==> src/rtl/npu_pkg.sv <==
// Shared NPU definitions: default network shape, parameter-bus sizing helpers
// and the parameter-loader state encoding.
`default_nettype none

`ifndef NUM_LAYERS
`define NUM_LAYERS 3
`endif
`ifndef LAYER_SIZES
`define LAYER_SIZES {32'd2, 32'd3, 32'd1}
`endif
`ifndef DATA_WIDTH
`define DATA_WIDTH 8
`endif

package npu_pkg;

  localparam int MAX_LAYERS = 16;

  // Layer sizes travel as a packed [0:n-1][31:0] vector zero-extended on the left,
  // so element i sits at word (n-1-i) counting from the LSB.
  typedef logic [MAX_LAYERS*32-1:0] sizes_vec_t;

  typedef enum logic [1:0] {
    IDLE   = 2'd0,
    LOAD_W = 2'd1,
    LOAD_B = 2'd2,
    DONE   = 2'd3
  } loader_state_t;

  function automatic int layer_size(input int n, input sizes_vec_t s, input int i);
    return int'(s[(n-1-i)*32 +: 32]);
  endfunction

  function automatic int calc_weights_bits(input int n, input sizes_vec_t s, input int dw);
    int acc;
    acc = 0;
    for (int i = 1; i < MAX_LAYERS; i++)
      if (i < n) acc += layer_size(n, s, i) * layer_size(n, s, i-1) * dw;
    return acc;
  endfunction

  function automatic int calc_biases_bits(input int n, input sizes_vec_t s, input int dw);
    int acc;
    acc = 0;
    for (int i = 1; i < MAX_LAYERS; i++)
      if (i < n) acc += layer_size(n, s, i) * dw;
    return acc;
  endfunction

endpackage

`default_nettype wire

==> src/rtl/npu_param_loader.sv <==
// Deserialises a valid/ready word stream into registered flat weight/bias buses,
// checking that s_last frames exactly the final bias word.
`default_nettype none

module npu_param_loader
  import npu_pkg::*;
#(
  parameter int                             NUM_LAYERS  = `NUM_LAYERS,
  parameter logic [0:NUM_LAYERS-1][31:0]    LAYER_SIZES = `LAYER_SIZES,
  parameter int                             DATA_WIDTH  = `DATA_WIDTH,
  localparam int W_BITS = calc_weights_bits(NUM_LAYERS, sizes_vec_t'(LAYER_SIZES), DATA_WIDTH),
  localparam int B_BITS = calc_biases_bits(NUM_LAYERS, sizes_vec_t'(LAYER_SIZES), DATA_WIDTH)
) (
  input  logic                  clk,
  input  logic                  rst_n,
  input  logic                  start,
  input  logic                  s_valid,
  output logic                  s_ready,
  input  logic [DATA_WIDTH-1:0] s_data,
  input  logic                  s_last,
  output logic [W_BITS-1:0]     weights_flat,
  output logic [B_BITS-1:0]     biases_flat,
  output logic                  params_valid,
  output logic                  error
);

  localparam int W_WORDS = W_BITS / DATA_WIDTH;
  localparam int B_WORDS = B_BITS / DATA_WIDTH;
  localparam int MAX_WORDS = (W_WORDS > B_WORDS) ? W_WORDS : B_WORDS;
  localparam int CW = (MAX_WORDS > 1) ? $clog2(MAX_WORDS) : 1;

  loader_state_t      r_state, w_state_nxt;
  logic [CW-1:0]      r_cnt, w_cnt_nxt;
  logic               r_pv, r_err;
  logic [W_BITS-1:0]  r_weights;
  logic [B_BITS-1:0]  r_biases;
  logic               w_ready, w_beat, w_last_w, w_last_b;
  logic               w_set_pv, w_set_err, w_wr_w, w_wr_b;

  assign w_ready  = (r_state == LOAD_W) || (r_state == LOAD_B);
  assign w_beat   = s_valid && w_ready;
  assign w_last_w = (r_cnt == CW'(W_WORDS-1));
  assign w_last_b = (r_cnt == CW'(B_WORDS-1));
  // A beat coinciding with start is swallowed, never stored.
  assign w_wr_w   = w_beat && !start && (r_state == LOAD_W);
  assign w_wr_b   = w_beat && !start && (r_state == LOAD_B);

  always_ff @(posedge clk or negedge rst_n) begin
    if (!rst_n) r_state <= IDLE;
    else        r_state <= w_state_nxt;
  end

  always_comb begin
    w_state_nxt = r_state;
    w_cnt_nxt   = r_cnt;
    w_set_pv    = 1'b0;
    w_set_err   = 1'b0;
    if (start) begin
      w_state_nxt = LOAD_W;
      w_cnt_nxt   = '0;
    end else if (w_beat) begin
      unique case (r_state)
        LOAD_W: begin
          if (s_last) begin
            w_state_nxt = IDLE;
            w_set_err   = 1'b1;
            w_cnt_nxt   = '0;
          end else if (w_last_w) begin
            w_state_nxt = LOAD_B;
            w_cnt_nxt   = '0;
          end else begin
            w_cnt_nxt = r_cnt + CW'(1);
          end
        end
        LOAD_B: begin
          if (w_last_b && s_last) begin
            w_state_nxt = DONE;
            w_set_pv    = 1'b1;
            w_cnt_nxt   = '0;
          end else if (w_last_b || s_last) begin
            w_state_nxt = IDLE;
            w_set_err   = 1'b1;
            w_cnt_nxt   = '0;
          end else begin
            w_cnt_nxt = r_cnt + CW'(1);
          end
        end
        default: ;
      endcase
    end
  end

  always_ff @(posedge clk or negedge rst_n) begin
    if (!rst_n) begin
      r_cnt     <= '0;
      r_pv      <= 1'b0;
      r_err     <= 1'b0;
      r_weights <= '0;
      r_biases  <= '0;
    end else begin
      r_cnt <= w_cnt_nxt;
      if (start) begin
        r_pv  <= 1'b0;
        r_err <= 1'b0;
      end else begin
        if (w_set_pv)  r_pv  <= 1'b1;
        if (w_set_err) r_err <= 1'b1;
      end
      for (int k = 0; k < W_WORDS; k++)
        if (w_wr_w && (r_cnt == CW'(k))) r_weights[k*DATA_WIDTH +: DATA_WIDTH] <= s_data;
      for (int k = 0; k < B_WORDS; k++)
        if (w_wr_b && (r_cnt == CW'(k))) r_biases[k*DATA_WIDTH +: DATA_WIDTH] <= s_data;
    end
  end

  assign s_ready      = w_ready;
  assign weights_flat = r_weights;
  assign biases_flat  = r_biases;
  assign params_valid = r_pv;
  assign error        = r_err;

endmodule

`default_nettype wire

==> config.mk <==
export PLATFORM = sky130hd
export DESIGN_NAME = npu_param_loader
export DESIGN_NICKNAME = d
export VERILOG_FILES = /design/src/rtl/npu_pkg.sv /design/src/rtl/npu_param_loader.sv
export SDC_FILE = /design/constraint.sdc
export NUM_CORES = 1
export LEC_CHECK = 0
export ABC_AREA = 1
export BUFFER_PORTS_ARGS = -buffer_cell sky130_fd_sc_hd__clkbuf_2
export CAP_MARGIN = 10
export CORE_MARGIN = 2
export CORE_UTILIZATION = 52
export DETAILED_ROUTE_END_ITERATION = 10
export GPL_ROUTABILITY_DRIVEN = 0
export PLACE_DENSITY = 0.79
export SLEW_MARGIN = 0
export SYNTH_ARGS = -nofsm -noshare
export SYNTH_HDL_FRONTEND = slang
export SYNTH_SLANG_ARGS = --single-unit
==> constraint.sdc <==
create_clock -name clk -period 2.4 [get_ports clk]
set_input_delay 0.24 -clock clk [delete_from_list [all_inputs] [get_ports clk]]
set_output_delay 0.24 -clock clk [all_outputs]
set_load 0.01 [all_outputs]
==> impl_metrics.csv <==
group,metric,value,unit
cells_and_area,instances_no_fill,692,
clock_tree,numCtsBuffers,9,
clock_tree,cts_tree,"built",
route,drc_errors,0,
synthesis,synth_top_area_cell,"dfrtp_1",
synthesis,syn-num-nets,488,
pwr,netSwitchingFraction,0.291,
synthesis,ys_seq_area_frac,0.615,
timing,relSlewSlack,0.485,
timing,fin_setup_tns,0,ns
synthesis,yosys_warnings,0,
clock_tree,clkTransAtPathRegs,0.10,ns
global_routing,grt_remaining_overflow,0,
floorplanning,rows,34,
floorplanning,core-area,0.00859,mm2
setup_path,crit_fanout,18,
cells_and_area,syn2layout_area_growth,18.4,%
timing,fin_worst_skew,0.0140,ns
cells_and_area,layout-drive-gt1-share,0.271,
pwr,power.total,4.23,mW
global_routing,track_usage,0.245,
route,drt-total-wl,11.2,mm
route,drtPass1Iterations,4,
setup_path,critical_path_class,"register to register",
timing,rsz0062_at_grt,"no",
placement,dp_hpwl,7.75,mm
route,via_per_inst,5.14,
floorplanning,die_area,0.00952,mm2
route,drt_iter0_markers,209,
setup_path,end_kind,"register",
pwr,power_switching,1.23,mW
run_status,status,"complete, no violations",
pwr,p_seq_frac,0.528,
floorplanning,fp.dieW,97.6,um
synthesis,synth.area.top_cells,"dfrtp_1 (62%), nand2_1 (12%), o21ai_1 (7.5%)",
pwr,vdd_ir_drop_max,0.640,mV
global_routing,antenna_found_initial,0,
global_routing,grt_pass1_wl,18.3,mm
timing,min_period,1.96,ns
setup_path,r2r_slack,0.44,ns
pwr,power_frac_clock,0.295,
setup_path,cp-start-kind,"register",
cells_and_area,final_common_cell,"nand2_1",
timing,setup_violations,0,
pwr,p_int,2.99,mW
timing,hold_viol,0,
timing,clock.fmax,0.510,GHz
pwr,leakage,2.99,nW
cells_and_area,fin_util,0.628,
pwr,power_density,784,mW/mm2
global_routing,grt_max_degree,64,
clock_tree,clockRootBuffer,"clkbuf_8",
cells_and_area,fin_nets,601,
synthesis,synth_area_per_cell,9.75,um2
pwr,pwr-share-comb,0.178,
route,ant_nets,0,
synthesis,netlist_instances,467,
job,max_cap_violations,0,
placement,io_buffers,119,
clock_tree,clock_path_buffers,2,
clock_tree,cts.htree.levels,3,
placement,dp_slack,0.463,ns
synthesis,syn_area,0.00455,mm2
timing,drv_slew,0,
worst_hold_path,min_path_type,"input port to register",
synthesis,synth_seq_cells,112,
timing,finalWorstSetupSlack,0.439,ns
synthesis,ys_types,22,
setup_path,cp.arrival,2.20,ns
clock_tree,clock_latency,0.37,ns
cells_and_area,n_antenna_cell,0,
timing,fin_crit_sh,0.817,
route,vias,3557,
placement,dpl.cell_count,676,
floorplanning,die_h,97.6,um
global_routing,grt_pass1_vias,3447,
cells_and_area,layout_common_cells,"nand2_1 (141), clkbuf_2 (118), dfrtp_1 (112)",
floorplanning,start_util,0.530,
setup_path,crit_required,2.64,ns
clock_tree,cts_resized,0,
timing,worstMarginPinSlew,0.773,ns
clock_tree,cts.sinks,112,
route,avgRoutedWirePerCell,16.2,um
synthesis,synth_top_area_frac,0.615,
floorplanning,ioPinCount,120,
-- metrics by stage --
step | area [um2] | hold WS [ns]
6_report | 5390 | 0.113
5_1_grt | 5390 | 0.105
4_1_cts | 5390 | 0.104
3_5_place_dp | 5160 | 0.370
3_3_place_gp | 5160 | 0.360
2_1_floorplan | 4550 | -0.0556
-- final timing paths --
| kind | endpoint | startpoint | depth (start not counted) |
|---|---|---|---|
| setup / recovery | weights_flat[33] | r_state[0] | 8 |
| hold / removal | weights_flat[49] | s_data[1] | 3 |
| setup reg to reg | weights_flat[33] | r_state[0] | 8 |
| hold reg to reg | weights_flat[54] | weights_flat[54] | 2 |
| max in group asynchronous | biases_flat[16] | rst_n | 3 |
| min in group asynchronous | biases_flat[23] | rst_n | 2 |
-- metal layers --
metal / wire, um / track usage / vias up / part of all wire
li1: - / - / 1724 / -
met1: 4860 / 0.348 / 1681 / 0.43
met2: 5150 / 0.374 / 138 / 0.46
met3: 1050 / 0.0719 / 14 / 0.094
met4: 118 / 0.0652 / 0 / 0.011
met5: 0 / 0 / - / 0
-- critical path, cell delays in order, from the launching register on --
cell	delay, ns
dfrtp_1	0.39
inv_1	0.06
ha_1	0.33
nor2_2	0.16
nand2_4	0.10
nor2_8	0.38
nand2_4	0.21
nand2_1	0.13
o21ai_1	0.07
-- registers in the layout (all words and copies together) (netlist names) --
| register | count |
|---|---|
| weights_flat | 72 |
| biases_flat | 32 |
| r_cnt | 4 |
| r_state | 2 |
| error | 1 |
| params_valid | 1 |
-- cell families after synthesis --
group | share of synthesized area
buf+inv | 0.0593
fa+ha+maj | 0.0220
simple gates | 0.193
compound gates | 0.110
flops | 0.615
-- Yosys cell counts --
master    number
o21ai_1       68
nand4_1        3
nor2_2         2
ha_1           8
dfrtp_1      112
clkbuf_1       8
nand3_4        1
buf_2          4
nor2_8         1
nor2_1        17
nor2_4         1
a21oi_1        2
nand2_4        9
o21ai_0       30
or2_2          1
nand3_1       15
inv_2          1
nand2_1      141
nand2_2        4
inv_4          1
inv_1         29
buf_6          9
-- area by class of cell --
cell class	instances	area (um2)
Inverter	31	119
Timing Repair Buffer	123	631
Sequential cell	112	2800
Tap cell	108	135
Multi-Input combinational cell	303	1480
Fill cell	740	3200
Clock buffer	10	138
Clock inverter	5	86.3
-- repair_timing --
| action | in CTS | in global routing |
|---|---|---|
| buffers inserted | 0 | 0 |
| hold endpoints to repair | 60 | 0 |
| hold buffers | 1 | 0 |
-- power by group through the flow --
stage | Clock, mW | Sequential, mW | Combinational (mW)
2_1_floorplan | 0 | 2.34 | 0.307
3_3_place_gp | 0 | 2.25 | 0.733
3_5_place_dp | 0 | 2.25 | 0.759
4_1_cts | 1.26 | 2.23 | 0.761
5_1_grt | 1.34 | 2.25 | 0.842
6_report | 1.25 | 2.23 | 0.752
Power figures use the tool's default switching activity.
